<file path="src/rtl/qea_pkg.sv">
// ----------------------------------------------------------------------------
// qea_pkg : shared widths, Q2.30 constant and loader FSM state type
// Revision: 1.0
// ----------------------------------------------------------------------------
`default_nettype none

package qea_pkg;

    localparam int QEA_PE_NUM_WIDTH     = 2;
    localparam int QEA_PE_NUM           = 4;
    localparam int QEA_STATE_DATA_WIDTH = 64;
    localparam int QEA_STATE_ADDR_WIDTH = 16;
    localparam int QEA_CTX_DATA_WIDTH   = 64;
    localparam int QEA_CTX_ADDR_WIDTH   = 16;
    localparam int QEA_MAX_QBIT_WIDTH   = 6;

    localparam logic [31:0] Q230_ONE = 32'h4000_0000;

    typedef enum logic [2:0] {
        ST_IDLE       = 3'd0,
        ST_LOAD_CTX   = 3'd1,
        ST_INIT_STATE = 3'd2,
        ST_START      = 3'd3,
        ST_RUN        = 3'd4,
        ST_RD_REQ     = 3'd5,
        ST_RD_WAIT    = 3'd6,
        ST_RD_OUT     = 3'd7
    } qea_state_t;

endpackage

`default_nettype wire

</file>
<file path="src/rtl/qea_res_holdreg.sv">
// ----------------------------------------------------------------------------
// qea_res_holdreg : one-entry valid/ready holding register for readback data
// Revision: 1.0
// ----------------------------------------------------------------------------
`default_nettype none

module qea_res_holdreg
    import qea_pkg::*;
#(
    parameter int WIDTH = QEA_PE_NUM * QEA_STATE_DATA_WIDTH
) (
    input  logic             clk,
    input  logic             rst_n,
    input  logic             load,
    input  logic [WIDTH-1:0] load_data,
    input  logic             load_last,
    input  logic             res_ready,
    output logic             res_valid,
    output logic [WIDTH-1:0] res_data,
    output logic             res_last
);

    // Data and last only change on load, so they stay stable across a stall.
    always_ff @(posedge clk or negedge rst_n) begin
        if (!rst_n) begin
            res_valid <= 1'b0;
            res_data  <= '0;
            res_last  <= 1'b0;
        end else if (load) begin
            res_valid <= 1'b1;
            res_data  <= load_data;
            res_last  <= load_last;
        end else if (res_valid && res_ready) begin
            res_valid <= 1'b0;
        end
    end

endmodule

`default_nettype wire

</file>
<file path="src/rtl/qea_host_loader.sv">
// ----------------------------------------------------------------------------
// qea_host_loader : loads gate context, initialises |0>, starts QEA, streams state
// Revision: 1.0
// ----------------------------------------------------------------------------
`default_nettype none

module qea_host_loader
    import qea_pkg::*;
#(
    parameter int PE_NUM_WIDTH            = QEA_PE_NUM_WIDTH,
    parameter int PE_NUM                  = QEA_PE_NUM,
    parameter int STATE_DATA_WIDTH        = QEA_STATE_DATA_WIDTH,
    parameter int STATE_ADDR_WIDTH        = QEA_STATE_ADDR_WIDTH,
    parameter int GATE_CONTEXT_DATA_WIDTH = QEA_CTX_DATA_WIDTH,
    parameter int GATE_CONTEXT_ADDR_WIDTH = QEA_CTX_ADDR_WIDTH,
    parameter int MAX_QBIT_WIDTH          = QEA_MAX_QBIT_WIDTH
) (
    input  logic                                 clk,
    input  logic                                 rst_n,
    input  logic                                 i_cfg_valid,
    input  logic [MAX_QBIT_WIDTH-1:0]            i_cfg_qbit_num,
    input  logic [GATE_CONTEXT_ADDR_WIDTH:0]     i_cfg_ins_num,
    output logic                                 o_cfg_ready,
    input  logic                                 i_ctx_s_valid,
    input  logic [GATE_CONTEXT_DATA_WIDTH-1:0]   i_ctx_s_data,
    output logic                                 o_ctx_s_ready,
    output logic                                 o_ctx_en,
    output logic                                 o_ctx_wea,
    output logic [GATE_CONTEXT_ADDR_WIDTH-1:0]   o_ctx_addr,
    output logic [GATE_CONTEXT_DATA_WIDTH-1:0]   o_ctx_data,
    output logic                                 o_state_ena,
    output logic                                 o_state_wea,
    output logic [STATE_ADDR_WIDTH-1:0]          o_state_addra,
    output logic [PE_NUM*STATE_DATA_WIDTH-1:0]   o_state_dina,
    input  logic [PE_NUM*STATE_DATA_WIDTH-1:0]   i_state_dout,
    output logic                                 o_qea_start,
    output logic [MAX_QBIT_WIDTH-1:0]            o_qea_qbit_num,
    input  logic                                 i_qea_complete,
    output logic                                 o_res_valid,
    output logic [PE_NUM*STATE_DATA_WIDTH-1:0]   o_res_data,
    output logic                                 o_res_last,
    input  logic                                 i_res_ready,
    output logic                                 o_busy,
    output logic                                 o_cfg_err
);

    localparam int SW  = PE_NUM * STATE_DATA_WIDTH;
    localparam int SAW = STATE_ADDR_WIDTH;
    localparam int CAW = GATE_CONTEXT_ADDR_WIDTH;

    localparam logic [STATE_DATA_WIDTH-1:0] ONE_LANE =
        {Q230_ONE, {(STATE_DATA_WIDTH-32){1'b0}}};
    localparam logic [SW-1:0] INIT0 = SW'(ONE_LANE) << ((PE_NUM-1)*STATE_DATA_WIDTH);
    localparam logic [MAX_QBIT_WIDTH-1:0] QBIT_MIN = MAX_QBIT_WIDTH'(PE_NUM_WIDTH);
    localparam logic [MAX_QBIT_WIDTH-1:0] QBIT_MAX = MAX_QBIT_WIDTH'(SAW + PE_NUM_WIDTH);

    qea_state_t                state;
    logic [CAW:0]              ctx_cnt;
    logic [CAW:0]              ins_last;
    logic [SAW:0]              addr_cnt;
    logic [SAW:0]              last_addr;
    logic                      run_first;
    logic                      cap;

    logic                      cfg_bad;
    logic [MAX_QBIT_WIDTH-1:0] depth_log2;
    logic [SAW:0]              last_addr_nxt;
    logic                      ctx_hs;
    logic                      res_hs;

    assign cfg_bad = (i_cfg_ins_num == '0)
                   || (i_cfg_ins_num[CAW] && |i_cfg_ins_num[CAW-1:0])
                   || (i_cfg_qbit_num < QBIT_MIN)
                   || (i_cfg_qbit_num > QBIT_MAX);

    // Counters are one bit wider than the port so depth 2^SAW is representable.
    assign depth_log2    = i_cfg_qbit_num - QBIT_MIN;
    assign last_addr_nxt = ((SAW+1)'(1) << depth_log2) - (SAW+1)'(1);

    assign ctx_hs     = o_ctx_s_ready && i_ctx_s_valid;
    assign o_ctx_en   = ctx_hs;
    assign o_ctx_wea  = ctx_hs;
    assign o_ctx_addr = ctx_hs ? ctx_cnt[CAW-1:0] : '0;
    assign o_ctx_data = ctx_hs ? i_ctx_s_data : '0;

    assign res_hs = o_res_valid && i_res_ready;

    always_ff @(posedge clk or negedge rst_n) begin
        if (!rst_n) begin
            state          <= ST_IDLE;
            ctx_cnt        <= '0;
            ins_last       <= '0;
            addr_cnt       <= '0;
            last_addr      <= '0;
            run_first      <= 1'b0;
            cap            <= 1'b0;
            o_cfg_ready    <= 1'b1;
            o_ctx_s_ready  <= 1'b0;
            o_state_ena    <= 1'b0;
            o_state_wea    <= 1'b0;
            o_state_addra  <= '0;
            o_state_dina   <= '0;
            o_qea_start    <= 1'b0;
            o_qea_qbit_num <= '0;
            o_busy         <= 1'b0;
            o_cfg_err      <= 1'b0;
        end else begin
            o_cfg_err   <= 1'b0;
            o_qea_start <= 1'b0;
            o_state_ena <= 1'b0;
            o_state_wea <= 1'b0;
            cap         <= 1'b0;
            case (state)
                ST_IDLE: begin
                    if (i_cfg_valid) begin
                        if (cfg_bad) begin
                            o_cfg_err <= 1'b1;
                        end else begin
                            o_qea_qbit_num <= i_cfg_qbit_num;
                            ins_last       <= i_cfg_ins_num - (CAW+1)'(1);
                            last_addr      <= last_addr_nxt;
                            ctx_cnt        <= '0;
                            o_ctx_s_ready  <= 1'b1;
                            o_cfg_ready    <= 1'b0;
                            o_busy         <= 1'b1;
                            state          <= ST_LOAD_CTX;
                        end
                    end
                end
                ST_LOAD_CTX: begin
                    if (ctx_hs) begin
                        ctx_cnt <= ctx_cnt + (CAW+1)'(1);
                        if (ctx_cnt == ins_last) begin
                            o_ctx_s_ready <= 1'b0;
                            addr_cnt      <= '0;
                            state         <= ST_INIT_STATE;
                        end
                    end
                end
                ST_INIT_STATE: begin
                    o_state_ena   <= 1'b1;
                    o_state_wea   <= 1'b1;
                    o_state_addra <= addr_cnt[SAW-1:0];
                    o_state_dina  <= (addr_cnt == '0) ? INIT0 : '0;
                    addr_cnt      <= addr_cnt + (SAW+1)'(1);
                    if (addr_cnt == last_addr) begin
                        state <= ST_START;
                    end
                end
                ST_START: begin
                    o_qea_start <= 1'b1;
                    run_first   <= 1'b1;
                    state       <= ST_RUN;
                end
                ST_RUN: begin
                    // Completion is a level; the cycle carrying the start pulse is skipped.
                    run_first <= 1'b0;
                    if (!run_first && i_qea_complete) begin
                        addr_cnt <= '0;
                        state    <= ST_RD_REQ;
                    end
                end
                ST_RD_REQ: begin
                    o_state_ena   <= 1'b1;
                    o_state_addra <= addr_cnt[SAW-1:0];
                    state         <= ST_RD_WAIT;
                end
                ST_RD_WAIT: begin
                    cap   <= 1'b1;
                    state <= ST_RD_OUT;
                end
                ST_RD_OUT: begin
                    if (res_hs) begin
                        if (o_res_last) begin
                            o_qea_qbit_num <= '0;
                            o_cfg_ready    <= 1'b1;
                            o_busy         <= 1'b0;
                            state          <= ST_IDLE;
                        end else begin
                            addr_cnt <= addr_cnt + (SAW+1)'(1);
                            state    <= ST_RD_REQ;
                        end
                    end
                end
                default: state <= ST_IDLE;
            endcase
        end
    end

    qea_res_holdreg #(
        .WIDTH(SW)
    ) u_res_holdreg (
        .clk       (clk),
        .rst_n     (rst_n),
        .load      (cap),
        .load_data (i_state_dout),
        .load_last (addr_cnt == last_addr),
        .res_ready (i_res_ready),
        .res_valid (o_res_valid),
        .res_data  (o_res_data),
        .res_last  (o_res_last)
    );

endmodule

`default_nettype wire

</file>
<file path="config.mk">
export PLATFORM = sky130hd
export DESIGN_NAME = qea_host_loader
export DESIGN_NICKNAME = d
export VERILOG_FILES = /design/src/rtl/qea_pkg.sv /design/src/rtl/qea_res_holdreg.sv /design/src/rtl/qea_host_loader.sv
export SDC_FILE = /design/constraint.sdc
export NUM_CORES = 1
export LEC_CHECK = 0
export ABC_AREA = 1
export ABC_CLOCK_PERIOD_IN_PS = 2100
export CAP_MARGIN = 5
export CORE_AREA = 2 2 381 383
export DETAILED_ROUTE_END_ITERATION = 6
export DIE_AREA = 0 0 383 385
export SYNTH_ARGS = -nofsm -noshare
export SYNTH_HDL_FRONTEND = slang
export SYNTH_SLANG_ARGS = --single-unit
</file>
<file path="constraint.sdc">
create_clock -name clk -period 2.1 [get_ports clk]
set_input_delay 0.42 -clock clk [delete_from_list [all_inputs] [get_ports clk]]
set_output_delay 0.42 -clock clk [all_outputs]
set_load 0.01 [all_outputs]
</file>
==> results.yml <==
sta:
  fin_ws_ps: -80.4
  finalCriticalPeriod_ps: 2180
  hold_viol: 0
  period_share: 1.04
  slew_violations: 0
  worstMarginPinSlew_ps: 574
  setup_tns_ps: -2910
  rsz0062_at_grt: "true"
  setup_viol: 78
  maxSlewHeadroom: 0.612
  fin_worst_skew_ps: 32.5
  timing.fmax_ghz: 0.459
die:
  io_pins: 974
  die_h_um: 385
  core_area_mm2: 0.143
  die_w_um: 383
  start_util: 0.129
  die-area_mm2: 0.147
  rows: 139
critical_path:
  r2r-start: "o_ctx_s_ready"
  crit_top_cell: "buf_12"
  arrival_ps: 1760
  cp_slowest_stage_delay_ps: 410
  crit_slowest_cell: "dfrtp_1"
  path_max_fanout: 8
  cp_num_buf_inv: 4
  cp_cell_sequence: "nand2_4, buf_12, buf_12, buf_16, nor2_2, buf_2"
  r2r_slack_ps: 140
  cp.required_ps: 1680
  reg2reg_to: "addr_cnt[2]"
  end_kind: "output port"
  reg2reg_depth: 12
  path_delay_family: "buffers and inverters"
  critPathKind: "register to output port"
  critPathLaunchType: "register"
power_and_ir_drop:
  p_leak_uw: 0.0144
  ir_drop_mv: 0.727
  power_density_mw_per_mm2: 1230
clocking:
  clock_sinks: 361
  ctsRootBufferMaster: "clkbuf_16"
  cts_buffers: 45
  cts_tree: "yes"
  clkTransAtPathRegs_ps: 60
  htreeDepth: 2
  clockBufferDepth: 3
  insertion_delay_ps: 610
synth:
  ys_ff_latch: 361
  netlist_top_cells_area: "dfrtp_1 (49%), nand2_1 (21%), buf_4 (11%), nor2_1 (3.9%), inv_1 (3.4%)"
  synth-edff-count: 0
  yosys_warnings: 0
  syn_inst: 2393
  synth.yosys.seq_area_share: 0.488
  async_flop_share: 1.00
  ys.flop_type: "dfrtp_1"
  synth_most_common_cell: "nand2_1"
  yosysTopAreaCell: "dfrtp_1"
  synth_top_area_share: 0.487
  synthTopCellsByCount: "nand2_1 (1024), dfrtp_1 (360), buf_4 (259)"
  synthDistinctLibCells: 40
  syn_area_mm2: 0.0185
  syn_area_per_cell_um2: 7.73
run_status:
  violations: "negative setup slack"
  status: "finished with violations"
layout:
  diodes: 0
  syn2layout_area_growth_pct: 65.1
  layout-drive-gt1-share: 0.140
  fin_nets: 3582
placement:
  numPortBuffers: 718
  gp_congestion: 0.852
  place_ws_ps: -493
  hpwl_mm: 56.8
routing:
  drc_errors: 0
  postRouteAntennaNets: 0
  first_iter_violations: 745
  first_pass_iters: 5
  via_per_inst: 3.35
  num_vias: 17300
  wl_per_cell_um: 14.2
  routed_wl_mm: 73.2
grt:
  grt_overflow_total: 0
  grt_max_degree: 85
  grt_pass1_vias: 16800
  antenna_found_initial: 4
  grt_use_total: 0.0936
  grt_pass1_wl_mm: 106
run:
  maxCapViolCount: 0
worst_hold_path:
  min_path_type: "input pin to asynchronous set/reset pin"
==> state kept, by name, indices dropped and copies added (netlist names), 3 cells and up <==
signal / flops
last_addr: 17
state: 3
ctx_cnt: 17
o_qea_qbit_num: 6
o_state_addra: 16
addr_cnt: 17
ins_last: 17
u_res_holdreg.res_data: 256
==> layout make-up <==
type | instances | area [µm²]
fillers | 15800 | 113000
flip-flops and latches | 361 | 9040
repair buffers | 873 | 8860
multi-input cells | 1761 | 7960
well taps | 1903 | 2380
clock buffers | 64 | 1320
inverters | 180 | 689
clock inverters | 17 | 284
==> placed cells by master, fill, tap and decap left out, types with 8 or more instances in the layout <==
cell type        Yosys  routed
a21oi_1             20      20
buf_12               0      29
buf_2                4      21
buf_4              259     114
buf_6                5      64
clkbuf_1            66       8
clkbuf_16            0      48
clkbuf_8             0      10
clkdlybuf4s50_1      0     611
conb_1               1     255
dfrtp_1            360     354
dlygate4sd2_1        0      20
ha_1                11      10
inv_1              166     166
inv_2               14      11
nand2_1           1024    1023
nand2_2             12      12
nand3_1             49      48
nand4_1             21      21
nor2_1             192     114
nor2_2               6      22
nor2_4               3      65
nor3_1              18      18
o21ai_0             56      54
o21ai_1             12      13
o21ai_2             14      14
xnor2_1             15      15
xor2_1              33      33
==> per-layer routing <==
layer / global-route usage / vias to the layer above / share of wire
met5: 0 / - / 0.00018
li1: - / 8428 / -
met4: 0.0380 / 2 / 0.036
met2: 0.154 / 680 / 0.48
met1: 0.111 / 8088 / 0.40
met3: 0.0321 / 96 / 0.089
==> metrics by stage <==
stage	total power, µW	util	cell area (µm²)	hold WS (ps)	instances
6_report	37600	0.213	30500	267	5159
3_3_place_gp	28300	0.195	28000	320	5056
2_1_floorplan	18900	-	19500	124	2647
5_1_grt	40200	0.213	30500	259	5159
4_1_cts	37800	0.209	30000	228	5156
3_5_place_dp	28500	0.195	28000	322	5056
==> how the worst max path moves through the flow <==
stage | start | end | slack, ps | depth (start not counted)
finish | o_ctx_s_ready | o_ctx_data[62] | -80 | 6
floorplan | i_cfg_qbit_num[1] | last_addr[12] | 150 | 16
global route | o_ctx_s_ready | o_ctx_data[62] | -180 | 6
CTS | o_ctx_s_ready | o_ctx_data[2] | -170 | 6
detailed placement | i_cfg_qbit_num[2] | last_addr[4] | -490 | 13
global placement | i_cfg_qbit_num[2] | last_addr[8] | -470 | 14
==> logic make-up (layout without fill, tap and decap cells) <==
| group | Yosys count | after routing | share of synthesized area |
|---|---|---|---|
| adder cells (fa/ha/maj) | 11 | 11 | 0.00744 |
| AND/OR/NAND/NOR | 1339 | 1339 | 0.286 |
| buffers and inverters | 525 | 1134 | 0.162 |
| flip-flops | 361 | 361 | 0.488 |
| other | 1 | 255 | 0.000203 |
| XOR/XNOR | 48 | 48 | 0.0227 |
| AO/OA/AOI/OAI | 108 | 108 | 0.0330 |
==> timing repair <==
item / CTS / global route
buffers inserted: 11 / 1
gates cloned: 7 / 2
endpoints found under the hold margin: 49 / 0
gates resized for setup: 477 / 121
hold buffers: 1 / 0
pin swaps: 4 / 5
setup endpoints to repair: 103 / 101
==> power breakdown <==
part,internal (µW),switching [µW]
sequential,10200,1970
combinational,8460,8560
clock,5140,3290
total,23800,13800
Power figures use the tool's default switching activity.
